File: src/rtl/uart_frame_scheduler.sv
// uart_frame_scheduler: round-robin arbiter that frames a 32-bit channel word into 7 UART bytes
module uart_frame_scheduler #(
    parameter logic [7:0] SYNC_BYTE   = 8'hA5,
    parameter int         ACK_TIMEOUT = 16
) (
    input  logic        clk,
    input  logic        rst,
    input  logic [2:0]  req,
    input  logic [31:0] word0,
    input  logic [31:0] word1,
    input  logic [31:0] word2,
    output logic [2:0]  req_ack,
    output logic [7:0]  data,
    output logic        data_rdy,
    input  logic        transm_rdy,
    output logic        busy,
    output logic        ack_err,
    output logic [15:0] frame_cnt
);
    localparam int TW = $clog2(ACK_TIMEOUT + 1);

    typedef enum logic [1:0] {IDLE, SEND, WAIT_ACK, WAIT_DONE} state_t;

    state_t        r_state;
    logic [1:0]    r_ptr;
    logic [1:0]    r_ch;
    logic [2:0]    r_idx;
    logic [31:0]   r_word;
    logic [7:0]    r_chk;
    logic [TW-1:0] r_tmo;

    logic          w_hit;
    logic [1:0]    w_c1;
    logic [1:0]    w_c2;
    logic [1:0]    w_gch;
    logic [31:0]   w_word;
    logic [7:0]    w_byte;

    // Round-robin pick: first requester at ptr, ptr+1, ptr+2 (mod 3)
    always_comb begin
        w_c1   = (r_ptr == 2'd2) ? 2'd0 : r_ptr + 2'd1;
        w_c2   = (r_ptr == 2'd0) ? 2'd2 : r_ptr - 2'd1;
        w_hit  = |req;
        w_gch  = req[r_ptr] ? r_ptr : req[w_c1] ? w_c1 : w_c2;
        w_word = (w_gch == 2'd0) ? word0 : (w_gch == 2'd1) ? word1 : word2;
    end

    // Byte selected by the frame index from the latched channel and word
    always_comb begin
        w_byte = (r_idx == 3'd0) ? SYNC_BYTE :
                 (r_idx == 3'd1) ? {6'd0, r_ch} :
                 (r_idx == 3'd2) ? r_word[31:24] :
                 (r_idx == 3'd3) ? r_word[23:16] :
                 (r_idx == 3'd4) ? r_word[15:8] :
                 (r_idx == 3'd5) ? r_word[7:0] : r_chk;
    end

    // Frame FSM: grant, strobe each byte, wait for transmitter accept and completion
    always_ff @(posedge clk) begin
        if (rst) begin
            r_state   <= IDLE;
            r_ptr     <= 2'd0;
            r_ch      <= 2'd0;
            r_idx     <= 3'd0;
            r_word    <= 32'd0;
            r_chk     <= 8'd0;
            r_tmo     <= '0;
            req_ack   <= 3'd0;
            data      <= 8'd0;
            data_rdy  <= 1'b0;
            busy      <= 1'b0;
            ack_err   <= 1'b0;
            frame_cnt <= 16'd0;
        end else begin
            req_ack  <= 3'd0;
            data_rdy <= 1'b0;
            case (r_state)
                IDLE: if (w_hit) begin
                    r_ch    <= w_gch;
                    r_word  <= w_word;
                    r_chk   <= {6'd0, w_gch} ^ w_word[31:24] ^ w_word[23:16] ^ w_word[15:8] ^ w_word[7:0];
                    req_ack <= 3'd1 << w_gch;
                    r_idx   <= 3'd0;
                    r_ptr   <= (w_gch == 2'd2) ? 2'd0 : w_gch + 2'd1;
                    busy    <= 1'b1;
                    r_state <= SEND;
                end
                SEND: if (transm_rdy) begin
                    data     <= w_byte;
                    data_rdy <= 1'b1;
                    r_tmo    <= '0;
                    r_state  <= WAIT_ACK;
                end
                WAIT_ACK: begin
                    if (!transm_rdy) begin
                        r_state <= WAIT_DONE;
                    end else if (r_tmo == TW'(ACK_TIMEOUT - 1)) begin
                        ack_err <= 1'b1;
                        r_state <= SEND;
                    end else begin
                        r_tmo <= r_tmo + TW'(1);
                    end
                end
                WAIT_DONE: if (transm_rdy) begin
                    if (r_idx == 3'd6) begin
                        frame_cnt <= frame_cnt + 16'd1;
                        busy      <= 1'b0;
                        r_state   <= IDLE;
                    end else begin
                        r_idx   <= r_idx + 3'd1;
                        r_state <= SEND;
                    end
                end
                default: r_state <= IDLE;
            endcase
        end
    end
endmodule

File: config.mk
export PLATFORM = sky130hd
export DESIGN_NAME = uart_frame_scheduler
export DESIGN_NICKNAME = d
export VERILOG_FILES = /design/src/rtl/uart_frame_scheduler.sv
export SDC_FILE = /design/constraint.sdc
export NUM_CORES = 1
export LEC_CHECK = 0
export ABC_AREA = 1
export BUFFER_PORTS_ARGS = -buffer_cell sky130_fd_sc_hd__buf_2
export CAP_MARGIN = 20
export CORE_MARGIN = 10
export CORE_UTILIZATION = 55
export CTS_BUF_LIST = sky130_fd_sc_hd__clkbuf_8
export DETAILED_ROUTE_END_ITERATION = 7
export PLACE_DENSITY_LB_ADDON = 0.05
export SYNTH_ARGS = -nofsm -noshare
export SYNTH_HDL_FRONTEND = slang
export SYNTH_SLANG_ARGS = --single-unit
File: constraint.sdc
create_clock -name clk -period 3.85 [get_ports clk]
set_input_delay 0.1925 -clock clk [delete_from_list [all_inputs] [get_ports clk]]
set_output_delay 0.1925 -clock clk [all_outputs]
set_load 0.01 [all_outputs]
==> results of run 1 <==
## final cells by class
| type | count | area share |
|---|---|---|
| clock buffers | 9 | 0.0214 |
| multi-input cells | 551 | 0.462 |
| well taps | 108 | 0.0233 |
| flip-flops and latches | 84 | 0.290 |
| clock inverters | 7 | 0.0104 |
| inverters | 120 | 0.0777 |
| repair buffers | 133 | 0.116 |
## power by group through the flow
stage	sequential, mW	combinational, mW	clock [mW]
after global routing	1.24	3.76	0.637
final	1.22	3.24	0.593
after global placement	1.23	3.13	0
after CTS	1.21	3.24	0.601
after floorplan	1.21	2.69	0
after detailed placement	1.23	3.23	0
## critical path, cell delays in order (launching register included)
cell and delay, ns:
dfxtp_1 0.34, inv_1 0.19, ha_1 0.21, inv_1 0.04, nand2_1 0.07, nand3_1 0.09, nand2_1 0.08, nand2_2 0.07
a21oi_4 0.11, buf_4 0.27, nand2_2 0.20, inv_2 0.32, nand2_1 0.08, o21ai_0 0.09, inv_1 0.07, nand2_1 0.08
inv_1 0.07, nand2_1 0.08, nand3_1 0.08, nand3_1 0.09, nand2_1 0.05
## kinds of logic (layout without fill, tap and decap cells)
kind of cell | count (synthesis) | count (layout) | share of synthesized area
XOR/XNOR | 4 | 4 | 0.00705
flip-flops | 84 | 84 | 0.339
adder cells (fa/ha/maj) | 12 | 12 | 0.0302
buffers and inverters | 145 | 269 | 0.123
AO/OA/AOI/OAI | 142 | 142 | 0.163
AND/OR/NAND/NOR | 393 | 393 | 0.338
## sequential cells by signal (all words and copies together), names as in the netlist, 3 cells and up
register and count:
r_chk 8, frame_cnt 16, r_idx 3, req_ack 3, r_word 32, data 8, r_tmo 5
## layer usage
layer / vias up / share of wire / track usage
met5: - / 0 / 0
met4: 0 / 0.014 / 0.0578
met3: 15 / 0.093 / 0.0734
met2: 171 / 0.43 / 0.324
met1: 2266 / 0.46 / 0.250
li1: 2711 / - / -
## Yosys cell counts, types with 3 or more instances
cell	instances	area, um2
o21ai_0	55	275
nand2_2	7	43.8
buf_2	8	40.0
clkinv_1	3	11.3
nor2_2	3	18.8
ha_1	12	150
nand2_1	281	1050
a31oi_1	3	18.8
o211ai_1	20	150
inv_2	18	67.6
a21oi_1	35	175
buf_4	3	22.5
nor3_2	3	30.0
a211oi_1	4	30.0
buf_6	6	67.6
nand3_2	3	30.0
nor2_1	32	120
nand3_1	39	195
dfxtp_1	84	1680
nor3_1	6	30.0
inv_1	99	372
o22ai_1	9	56.3
nand4_1	4	25.0
and3_1	4	25.0
o21ai_1	11	55.1
xor2_1	4	35.0
clkbuf_1	6	22.5
## worst max-delay path by stage
stage	end	cells after the start
after floorplan	r_chk[6]$_SDFFE_PP0P_	18
after global placement	r_chk[3]$_SDFFE_PP0P_	19
after detailed placement	r_chk[3]$_SDFFE_PP0P_	20
after CTS	r_chk[3]$_SDFFE_PP0P_	20
after global routing	r_chk[4]$_SDFFE_PP0P_	21
final	r_chk[3]$_SDFFE_PP0P_	20
==> results.ini, run 1 <==
[place]
placed_area_um2=5620
pre_cts_ws_ns=1.09
dp_hpwl_um=10900
dp.cells=996
portBuffers=131
gp_congestion=0.862

[global_routing]
grt.total_usage=0.202
grt_max_degree=36
grt_overflow=0
first_global_vias=5088
grt_pass1_wl_um=22500
antenna_found_initial=0

[synthesis]
netlist_instances=780
yosysWarnings=0
synth_nets=894
ys_seq_elements=84
netlist_area_um2=4970
yosysUniqueCellTypes=39
synth-seq-area-share=0.339
synth_ff_type=dfxtp_1
async_flop_share=0
synth_area_per_cell_um2=6.37
synth_edf_count=0

[route]
ant_nets=0
drc=0
avgRoutedWirePerCell_um=13.3
drt-initial-drc-count=388
via_per_inst=5.10
first_pass_iters=5
vias=5163
wirelength_um=13500

[critical_path]
start_kind=flop
cp_max_fo=24
rrSetupSlack_ns=1.04
cp.required_ns=4.10
crit_path_start=r_ptr[1]$_SDFFE_PP0P_
reg2reg_depth=20
end_kind=flop
path_class=reg -> reg
rr_startpoint=r_ptr[1]$_SDFFE_PP0P_
worst_r2r_endpoint=r_chk[3]$_SDFFE_PP0P_
worstPathArrival_ns=3.06

[power]
p_seq_frac=0.241
peakVddDrop_uv=1050
internal_power_mw=2.37
power_frac_comb=0.642
switching_power_mw=2.69
switching_share=0.532
power_density_nw_per_um2=871
leakagePower_nw=3.01
total_power_mw=5.05
clockPowerShare=0.117

[sta]
grt_setup_unrepaired=no
max_freq_mhz=356
worst_pin_slew_ns=0.634
period_share=0.729
slew_headroom=0.577
timing.final.ws_setup_ns=1.04
hold_ws_ns=0.141
hold_violations=0
tns_ns=0
finalCriticalPeriod_ns=2.81
setup_viol=0
final.setup_skew_ns=0.0170
drv_slew=0

[clock_tree]
worstSkewPairLatency_ns=0.36
root_buffer=clkbuf_8
post_cts_resized=0
cts_inserted_buffers=9
cts.sinks=84
h-tree-depth=3
clockBufferDepth=2
cts_setup_buffers=0
cts_tree=built
path_clk_slew_ns=0.10
cts_hold_buf=0

[min_path]
hp-start=word0[9]
hold_end=r_word[9]$_SDFFE_PP0P_
whs_path_depth=3
min-delay-path-class=in -> reg

[cells_and_area]
fin_util=0.662
drive_gt1_frac=0.211
final_common_cell=nand2_1
fin_cells=1012
seqCellArea_um2=1680
num-nets-final=1013
areaGrowthSynthToFinish_pct=16.8
diodes=0
final_area_um2=5800
fill_cells=800
multi_input_area_um2=2680
final_cell_mix=nand2_1 (281), buf_2 (131), inv_1 (99)

[floorplanning]
fp.coreArea_um2=8760
num_io_pins=132
start_util=0.567
dieArea_um2=13200
die_y_um=115
rows=34
dieWidth_um=115

[flow_run]
drv_cap=0

[run_status]
status=complete, no violations

No activity file was read; power rests on OpenSTA's default activity.
==> run 2, diff against run 1 <==
clock period = 2.8 ns   (was 3.85 ns; I/O delays follow)
==> results.ini, run 2 (synthesis results as in run 1) <==
[clock_tree]
h-tree-depth=3  ; unchanged
clockBufferDepth=2  ; unchanged
cts.sinks=84  ; unchanged
worstSkewPairLatency_ns=0.36  ; about the same
path_clk_slew_ns=0.09  ; about the same
cts_inserted_buffers=9  ; unchanged
cts_tree=built
cts_hold_buf=0  ; unchanged
root_buffer=clkbuf_8

[critical_path]
crit_slowest_cell=dfxtp_1
end_kind=flop
path_class=reg -> reg
cp.required_ns=3.05  ; -1.05 ns
cp_max_fo=20  ; -17%
worstPathArrival_ns=2.76  ; -0.30 ns
slowest_delay_ns=0.35  ; about the same
critical_path.cell_chain=inv_1 > ha_1 > inv_1 > nand2_1 > nand3_1 > nand2_1 > nand2_2 > nand2_1 > nand2_2 > buf_6 > nand2_1 > nand2_1 > nor2_1 > nand2_1 > nand2_1 > nand2_1 > nand3_1 > nand2_1 > inv_1 > nor2_1
start_kind=flop
critPathMostFrequentCell=nand2_1

[cells_and_area]
drive_gt1_frac=0.220  ; +0.00826
num-nets-final=1020  ; +0.69%
largest_reg_flops=32  ; unchanged
seqCellArea_um2=1680  ; about the same
final_cell_mix=nand2_1 (281), buf_2 (131), inv_1 (99)
fin_util=0.675  ; +0.0136
fin_cells=1019  ; +0.69%
areaGrowthSynthToFinish_pct=19.1
diodes=0  ; unchanged
reg_top3=r_word x32, frame_cnt x16
fill_cells=766  ; -4.3%
final_common_cell=nand2_1
multi_input_area_um2=2710  ; +1.4%
top_register=r_word

[sta]
drv_slew=0  ; unchanged
setup_viol=0  ; unchanged
finalCriticalPeriod_ns=2.51  ; -0.293 ns
timing.final.ws_setup_ns=0.286  ; -0.757 ns
grt_setup_unrepaired=no
slew_headroom=0.550  ; -0.0266
period_share=0.898  ; +0.169
tns_ns=0  ; unchanged
max_freq_mhz=398  ; +12%
worst_pin_slew_ns=0.674  ; +0.0398 ns
final.setup_skew_ns=0.0179  ; +0.000940 ns
hold_violations=0  ; unchanged

[power]
leakagePower_nw=3.07  ; +1.8%
total_power_mw=7.42  ; +47%
power_density_nw_per_um2=1250  ; +44%
peakVddDrop_uv=1330  ; +28%

[floorplanning]
dieArea_um2=13200  ; unchanged
start_util=0.567  ; unchanged
fp.coreArea_um2=8760  ; unchanged
dieWidth_um=115  ; unchanged
num_io_pins=132  ; unchanged
rows=34  ; unchanged
die_y_um=115  ; unchanged

[place]
dp_hpwl_um=11000  ; +0.81%
gp_congestion=0.923  ; +7.2%
pre_cts_ws_ns=-0.277  ; -1.37 ns
portBuffers=131  ; unchanged
dp.cells=998  ; +0.20%

[route]
drc=0  ; unchanged
via_per_inst=5.12  ; +0.31%
avgRoutedWirePerCell_um=13.8  ; +4.0%
drt-initial-drc-count=395  ; +1.8%
wirelength_um=14100  ; +4.7%
first_pass_iters=5  ; unchanged
vias=5215  ; +1.0%
ant_nets=0  ; unchanged

[global_routing]
first_global_vias=5056  ; -0.63%
grt_pass1_wl_um=22900  ; +1.8%
antenna_found_initial=0  ; unchanged
grt_overflow=0  ; unchanged
grt_max_degree=36  ; unchanged
grt.total_usage=0.204  ; +0.00192

[run_status]
status=complete, no violations

[min_path]
min-delay-path-class=in -> reg

[flow_run]
drv_cap=0  ; unchanged

## run 2: changes by cell type in the layout (fill, tap and decap cells not counted), moves of 2 or more
cell / before / now
buf_4: 2 / 6
bufinv_16: 0 / 2
clkinv_4: 3 / 0
nand2_2: 7 / 5
nand2_4: 0 / 2
nor2_4: 2 / 4
## run 2: area by class of cell
type,count,area share
Clock inverter,7,0.0165
Sequential cell,84,0.284
Tap cell,108,0.0228
Inverter,120,0.0765
Clock buffer,9,0.0209
Multi-Input combinational cell,553,0.459
Timing Repair Buffer,138,0.120
## run 2: metal layers
layer	part of all wire	vias up	track usage
met5	0	-	0
met4	0.015	0	0.0553
met3	0.085	13	0.0563
met2	0.44	198	0.321
met1	0.46	2272	0.270
li1	-	2732	-
## run 2: metrics by stage
stage	area, um2	hold slack [ns]
finish	5920	0.0862
global route	5920	0.0952
CTS	5860	0.0791
detailed placement	5630	0.444
global placement	5630	0.432
floorplan	4970	0.302
## run 2: final timing paths
kind         cells past startpoint                       start  slack (ns)                          to
max                             20       r_ptr[1]$_SDFFE_PP0P_        0.29       r_chk[1]$_SDFFE_PP0P_
min                              3                    word0[9]        0.09      r_word[9]$_SDFFE_PP0P_
max reg2reg                     20       r_ptr[1]$_SDFFE_PP0P_        0.29       r_chk[1]$_SDFFE_PP0P_
min reg2reg                      1  frame_cnt[15]$_SDFFE_PP0P_        0.45  frame_cnt[15]$_SDFFE_PP0P_
## run 2: what timing repair did
action | 4_1_cts | 5_1_grt
pin swaps | 0 | 3
gates resized for setup | 1 | 7
cloned | 0 | 2
endpoints found under the setup margin | 9 | 25
setup buffers | 0 | 3
## run 2: where the power goes
| part | total (mW) | switching, mW | internal, mW | leakage (nW) |
|---|---|---|---|---|
| clock | 0.974 | 0.466 | 0.507 | 0.106 |
| combinational | 4.77 | 3.24 | 1.54 | 2.27 |
| sequential | 1.67 | 0.158 | 1.51 | 0.687 |
| total | 7.42 | 3.86 | 3.55 | 3.07 |
## run 2: critical path, delay by kind of cell, from the launching register on
kind | cells | cell delay [ns]
flip-flops | 1 | 0.35
adder cells (fa/ha/maj) | 1 | 0.20
AND/OR/NAND/NOR | 15 | 1.39
buffers and inverters | 4 | 0.50
